$ cat src/rtl/qs_snk.sv
// Sink for the sorter's output stream: frames packets, checks unsigned non-decreasing
// order, reports per-packet status and keeps saturating packet/error counters.
module qs_snk #(
    parameter int W     = 32,
    parameter int N     = 16,
    parameter int CNT_W = 16,
    localparam int LEN_W = $clog2(N + 2)
) (
    input  logic             clk,
    input  logic             rst,
    input  logic             in_vld,
    input  logic             in_sop,
    input  logic             in_eop,
    input  logic             in_err,
    input  logic [W-1:0]     in_dat,
    input  logic             clr,
    output logic             stat_vld_r,
    output logic             stat_ok_r,
    output logic [3:0]       stat_err_r,
    output logic [LEN_W-1:0] stat_len_r,
    output logic             busy_r,
    output logic [CNT_W-1:0] pkt_cnt_r,
    output logic [CNT_W-1:0] err_cnt_r
);

    typedef enum logic {IDLE, PKT} state_t;

    localparam logic [LEN_W-1:0] LEN_MAX = LEN_W'(N + 1);
    localparam logic [LEN_W-1:0] LEN_ONE = LEN_W'(1);
    localparam logic [3:0]       E_FRAME = 4'b0010;

    state_t             state, state_nx;
    logic [W-1:0]       last;
    logic [LEN_W-1:0]   len, len_inc;
    logic [3:0]         err, beat_err;
    logic               len_over;

    logic               cls, cls2;
    logic [3:0]         cls_err;
    logic [LEN_W-1:0]   cls_len;

    // A sop&eop beat arriving inside PKT closes two packets at once; the second
    // (single-beat) packet is parked here and reported one cycle later.
    logic               pend, pend_nx;
    logic [3:0]         pend_err, pend_err_nx;
    logic [LEN_W-1:0]   pend_len, pend_len_nx;

    logic               emit;
    logic [3:0]         emit_err;
    logic [LEN_W-1:0]   emit_len;

    always_comb begin
        len_inc  = (len >= LEN_MAX) ? LEN_MAX : len + 1'b1;
        len_over = (len >= LEN_W'(N));
        beat_err = {err[3] | in_err, err[2] | len_over, err[1], err[0] | (in_dat < last)};

        state_nx = state;
        cls      = 1'b0;
        cls2     = 1'b0;
        cls_err  = '0;
        cls_len  = '0;

        if (in_vld) begin
            if (in_sop)
                state_nx = in_eop ? IDLE : PKT;
            else if (state == PKT && in_eop)
                state_nx = IDLE;

            if (state == PKT) begin
                if (in_sop) begin
                    cls     = 1'b1;
                    cls_err = err | E_FRAME;
                    cls_len = len;
                    cls2    = in_eop;
                end else if (in_eop) begin
                    cls     = 1'b1;
                    cls_err = beat_err;
                    cls_len = len_inc;
                end
            end else begin
                if (in_sop && in_eop) begin
                    cls     = 1'b1;
                    cls_err = {in_err, 3'b000};
                    cls_len = LEN_ONE;
                end else if (!in_sop) begin
                    cls     = 1'b1;
                    cls_err = E_FRAME;
                    cls_len = '0;
                end
            end
        end

        emit        = pend | cls;
        emit_err    = pend ? pend_err : cls_err;
        emit_len    = pend ? pend_len : cls_len;
        pend_nx     = pend ? cls : cls2;
        pend_err_nx = pend ? cls_err : {in_err, 3'b000};
        pend_len_nx = pend ? cls_len : LEN_ONE;
    end

    always_ff @(posedge clk or negedge rst) begin
        if (!rst) begin
            state      <= IDLE;
            last       <= '0;
            len        <= '0;
            err        <= '0;
            pend       <= 1'b0;
            pend_err   <= '0;
            pend_len   <= '0;
            stat_vld_r <= 1'b0;
            stat_ok_r  <= 1'b0;
            stat_err_r <= '0;
            stat_len_r <= '0;
            busy_r     <= 1'b0;
            pkt_cnt_r  <= '0;
            err_cnt_r  <= '0;
        end else begin
            state      <= state_nx;
            busy_r     <= (state_nx == PKT);
            pend       <= pend_nx;
            pend_err   <= pend_err_nx;
            pend_len   <= pend_len_nx;
            stat_vld_r <= emit;
            if (emit) begin
                stat_ok_r  <= ~|emit_err;
                stat_err_r <= emit_err;
                stat_len_r <= emit_len;
            end

            if (in_vld) begin
                if (in_sop) begin
                    last <= in_dat;
                    len  <= LEN_ONE;
                    err  <= {in_err, 3'b000};
                end else if (state == PKT) begin
                    last <= in_dat;
                    len  <= len_inc;
                    err  <= beat_err;
                end
            end

            // Counters trail the status pulse by one cycle; clear wins over counting.
            if (clr) begin
                pkt_cnt_r <= '0;
                err_cnt_r <= '0;
            end else if (stat_vld_r) begin
                if (!(&pkt_cnt_r))
                    pkt_cnt_r <= pkt_cnt_r + 1'b1;
                if (!stat_ok_r && !(&err_cnt_r))
                    err_cnt_r <= err_cnt_r + 1'b1;
            end
        end
    end

endmodule

$ cat config.mk
export PLATFORM = sky130hd
export DESIGN_NAME = qs_snk
export DESIGN_NICKNAME = d
export VERILOG_FILES = /design/src/rtl/qs_snk.sv
export SDC_FILE = /design/constraint.sdc
export NUM_CORES = 1
export LEC_CHECK = 0
export CAP_MARGIN = 25
export CORE_AREA = 2 2 106 108
export CTS_CLUSTER_DIAMETER = 60
export CTS_CLUSTER_SIZE = 10
export DETAILED_ROUTE_END_ITERATION = 12
export DIE_AREA = 0 0 108 110
export HOLD_SLACK_MARGIN = 0.08
export PLACE_DENSITY = 0.76
export SLEW_MARGIN = 20
export SYNTH_ARGS = -nofsm -noshare
export SYNTH_HDL_FRONTEND = slang
export SYNTH_SLANG_ARGS = --single-unit
$ cat constraint.sdc
create_clock -name clk -period 1.7 [get_ports clk]
set_input_delay 0.17 -clock clk [delete_from_list [all_inputs] [get_ports clk]]
set_output_delay 0.17 -clock clk [all_outputs]
set_load 0.01 [all_outputs]
; After elaboration in Yosys (flattened, before gate mapping)
; Cells that the tools add are included.
[classes]
n_addsub = 3
multipliers = 0
n_div = 0
magnitude_cmp = 3
eq_ne = 1
n_shift = 0
n_mux = 41
bitwise_logic = 4
n_reduce_logical = 18
[op_table]
columns = operator, n
row1 = two-way mux 16 bit, 6
row2 = two-way mux 32 bit, 2
row3 = two-way mux 5 bit, 9
row4 = two-way mux 4 bit, 9
row5 = adder 16 x 1 -> 16 bit (second input constant), 2
row6 = < comparator 32 bit, 1
row7 = AND reduction 16 bit, 2
row8 = two-way mux 1 bit, 14
row9 = >= comparator 5 bit (second input constant), 2
row10 = AND reduction 2 bit, 5
row11 = nonzero test 2 bit, 4
row12 = adder 5 x 1 -> 5 bit (second input constant), 1
row13 = OR 1 bit, 4
row14 = OR reduction 4 bit, 1
row15 = logical AND 1 bit, 3
row16 = logical NOT 1 bit, 3
row17 = two-way mux 2 bit, 1
row18 = inequality test 2 bit (second input constant), 1
[word_totals]
reg_bits = 95
latch_bits = 0
ram_bits = 0
romBits = 0
elab_cells = 84
memories = 0

; Depth between registers and ports, before layout
[depth]
word_depth = 9
depth_mapped = 7

; Worst setup path before layout
; Ideal clock, no wire load.
[synth_path]
kind = register to register
start = reg len[0]
end = reg stat_len_r[2]
setup_time_ps = 65
arrival_time_ps = 1851
required_ps = 1635
path_slack_ps = -216
stages_incl_launch_ff = 7
path_buffers = 0
period_less_slack_ps = 1916
cell_sequence = dfrtp_1 > ha_1 > or4_4 > o21ai_4 > nand2_1 > o31ai_1 > o22a_1
[synth_via]
elab_chain_cells = 7
word_cells_on_any_way = 8
[synth_rtl]
columns = item, line
row1 = start: declaration, 34  ; logic [LEN_W-1:0] len, len_inc;
row2 = start signal: assignment, 137  ; len <= len_inc;
row3 = adder 5 x 1 -> 5 bit or >= comparator 5 bit (tied branches), 53  ; len_inc = (len >= LEN_MAX) ? LEN_MAX : len + 1'b1;
row4 = two-way mux 5 bit *, 53
row5 = two-way mux 5 bit *, 75  ; end else if (in_eop) begin
row6 = two-way mux 5 bit *, 70  ; if (in_sop) begin
row7 = two-way mux 5 bit *, 69  ; if (state == PKT) begin
row8 = two-way mux 5 bit *, 63  ; if (in_vld) begin
row9 = two-way mux 5 bit *, 95  ; emit_len = pend ? pend_len : cls_len;
row10 = end signal: assignment, 127  ; stat_len_r <= emit_len;
row11 = end: declaration, 20  ; output logic [LEN_W-1:0] stat_len_r,
; Every way passes the cells marked *; elsewhere a longest branch is shown, timed or not.
; A chain may end at the register's enable or synchronous reset.

; Final worst setup path
[layout_path]
start = reg last[8]
end = reg stat_err_r[0]
[layout_via]
elab_chain_cells = 7
[layout_rtl]
columns = item, line
row1 = start: declaration, 33  ; logic [W-1:0] last;
row2 = start signal: assignment, 132  ; last <= in_dat;
row3 = start signal: assignment, 136  ; last <= in_dat;
row4 = < comparator 32 bit, 55  ; beat_err = {err[3] | in_err, err[2] | len_over, err[1], err[0] | (in_dat < last)};
row5 = OR 1 bit, 55
row6 = two-way mux 4 bit, 75
row7 = two-way mux 4 bit, 70
row8 = two-way mux 4 bit, 69
row9 = two-way mux 4 bit, 63
row10 = two-way mux 4 bit, 94  ; emit_err = pend ? pend_err : cls_err;
row11 = end signal: assignment, 126  ; stat_err_r <= emit_err;
row12 = end: declaration, 19  ; output logic [3:0] stat_err_r,
; No other way between the ends.

==> results_dict.tcl <==
set metrics [dict create \
    run_status "finished with violations" \
    failed_checks "negative setup slack" \
    final_common_cell "dfrtp_1" \
    start_kind "flip-flop" \
    place_ws_ps -522 \
    core_area_um2 10700 \
    die_h_um 110 \
    regToRegSetupSlack_ps -240 \
    async_flop_share_pct 100 \
    syn-num-nets 636 \
    critical_path_arrival_ps 2170 \
    crit_fanout 4 \
    p_per_area_nw_per_um2 772 \
    synth-edff-count 0 \
    synth-xor-area-share_pct 4.25 \
    synth_flop_cell "dfrtp_1" \
    reg2reg_depth 7 \
    ys_warn_count 0 \
    design_area_um2 7250 \
    vias 4744 \
    crit_end "stat_err_r[0]" \
    synth_top_family_by_area "simple AND/OR/NAND/NOR gates" \
    hold_path.class "primary input to async pin" \
    fmax_mhz 516 \
    hold_ws_ps 252 \
    fin_setup_tns_ps -2730 \
    routabilityCongestion 0.864 \
    p_leak_nw 3.18 \
    required_ps 1930 \
    syn_to_final_growth_pct 40.7 \
    skew_ps 11.4 \
    post-route-drc-count 0 \
    synth_fa_ha_area_share_pct 8.50 \
    slowest_delay_ps 490 \
    setup_viol 22 \
    place_inst 839 \
    finalHoldViolations 0 \
    cts_tree "done" \
    routedWlPerCell_um 14.9 \
    finalNetCount 793 \
    drtPass1Iterations 4 \
    overflow 0 \
    die-area_um2 11900 \
    fillers 823 \
    relSlewSlack_pct 68.9 \
    ant_nets 0 \
    grt_max_degree 63 \
    crit_type "flip-flop to flip-flop" \
    drv_cap 0 \
    r2r_end "stat_err_r[0]" \
    tightestPinTransition_ps 461 \
    syn_area_per_cell_um2 9.17 \
    worstPathCellList "inv_1 -> ha_1 -> nand4_1 -> nor3_2 -> or4b_4 -> a31oi_4 -> o32ai_1" \
    yosysUniqueCellTypes 63 \
    final_max_slew_viol_count 0 \
    synthTopCellsByArea "dfrtp_1 (46%), ha_1 (8.5%), nand2_1 (5.5%)" \
    drtIter0Drc 290 \
    multi_input_area_um2 2850 \
    io_buffers 82 \
    drive_above_1_share_pct 23.2 \
    syn-instance-count 562 \
    initial_utilization_pct 48.2 \
    clkTransAtPathRegs_ps 90 \
    ys_ff_latch 94 \
    syn_area_um2 5150 \
    clockBufferDepth 2 \
    endpoint_kind "flip-flop" \
    clock-sinks 94 \
    grt_pass1_wl_um 21400 \
    final_cell_mix "dfrtp_1 (91), buf_4 (82), clkdlybuf4s50_1 (81)" \
    via_per_inst 5.49 \
    die_x_um 108 \
    setup_ws_ps -237 \
    numCtsBuffers 9 \
    fin_util_pct 67.8 \
    rsz0062_at_grt "yes" \
    n_antenna_cell 0 \
    synthMuxAreaShare_pct 0.801 \
    synthSimpleGateAreaFrac_pct 19.6 \
    period_minus_slack_ps 1940 \
    antenna_found_initial 0 \
    grt_pass1_vias 4706 \
    power.total_mw 5.60 \
    finalNonFillerCells 864 \
    worstReg2RegStart "last[8]" \
    grt_usage_pct 22.4 \
    synth_top_area_cell "dfrtp_1" \
    ios 83 \
    clk_latency_ps 360 \
    crit_slowest_cell "or4b_4" \
    rows 38 \
    dpl.hpwl_um 9400 \
    synth-seq-area-share_pct 45.6 \
    vdd_ir_drop_max_mv 0.375 \
    synth_top_area_share_pct 45.6 \
    critPathLaunch "last[8]" \
    synth_compound_area_share_pct 16.3 \
    placed_area_um2 6720 \
    root_buffer "clkbuf_8" \
    htreeDepth 3 \
    wirelength_um 12900 \
    regArea_um2 2360 \
    timing.final.crit_share_pct 114 \
]
==> layout make-up <==
cell class | instances | area share, %
sequential | 94 | 32.5
inverter | 42 | 2.17
tap | 140 | 2.42
timing repair buffer | 169 | 20.8
clock buffer | 13 | 2.19
multi-input combinational | 403 | 39.3
clock inverter | 3 | 0.604
==> state kept, by name, indices dropped and copies added (netlist names) <==
register,flops
stat_len_r,5
err,3
pkt_cnt_r,16
last,32
state,1
err_cnt_r,16
pend,1
stat_vld_r,1
pend_err,4
pend_len,5
stat_ok_r,1
stat_err_r,4
len,5
==> cells by family (layout without fill, tap and decap cells) <==
family	count (synthesis)	after routing
DFF	94	94
buffers and inverters	65	227
and+or+nand+nor	208	208
muxes	4	4
adders and majority gates	35	35
xor gates and xnor gates	25	25
AOI/OAI and AO/OA	131	131
==> layer usage <==
metal | vias up | routed length [um] | part of all wire, % | track usage (%)
li1 | 2283 | - | - | -
met1 | 2311 | 5580 | 43 | 28.0
met2 | 126 | 6520 | 50 | 39.6
met3 | 24 | 571 | 4.4 | 3.29
met4 | 0 | 240 | 1.9 | 8.15
met5 | - | 0 | 0 | 0
==> synthesized netlist by cell type, drive strengths merged (2+ instances only) <==
library cell,n
a211o,2
a211oi,10
a21o,2
a21oi,28
a22o,2
a31o,2
a31oi,2
and2,9
and3,6
and4,3
buf,9
clkbuf,14
dfrtp,94
ha,35
inv,41
mux2i,3
nand2,76
nand2b,2
nand3,10
nand4,17
nor2,50
nor2b,5
nor3,16
nor4,5
nor4b,2
o2111ai,3
o211ai,4
o21a,5
o21ai,53
o22a,2
o31ai,2
o41ai,3
or4,2
xnor2,20
xor2,5
==> worst max-delay path, delay by kind of cell, from the launching register on <==
| family | cells | cell delay (ps) |
|---|---|---|
| simple gates | 3 | 820 |
| flops | 1 | 340 |
| compound gates | 2 | 330 |
| fa+ha+maj | 1 | 270 |
| buf+inv | 1 | 60 |
==> power by group <==
group | total (mW) | switching [mW] | internal, mW
Sequential | 2.54 | 0.101 | 2.44
Combinational | 1.53 | 0.787 | 0.741
Clock | 1.53 | 0.768 | 0.763
==> repair_timing <==
| item | in CTS | in global routing |
|---|---|---|
| pin swaps | 12 | 25 |
| setup buffers | 4 | 5 |
| gates resized for setup | 24 | 30 |
| endpoints found under the hold margin | 32 | 0 |
| cloned | 0 | 0 |
| setup endpoints to repair | 22 | 39 |
| hold buffers | 1 | 0 |
==> worst min-delay path by stage <==
| stage | start | to | slack [ps] | depth (start not counted) |
|---|---|---|---|---|
| global placement | rst | pkt_cnt_r[15] | 100 | 1 |
| global route | rst | err_cnt_r[10] | 270 | 2 |
| floorplan | rst | err[0] | -130 | 0 |
| CTS | rst | pkt_cnt_r[14] | 250 | 2 |
| finish | rst | pkt_cnt_r[14] | 250 | 2 |
| detailed placement | rst | pkt_cnt_r[14] | 100 | 1 |
(Power assumes the default switching activity.)
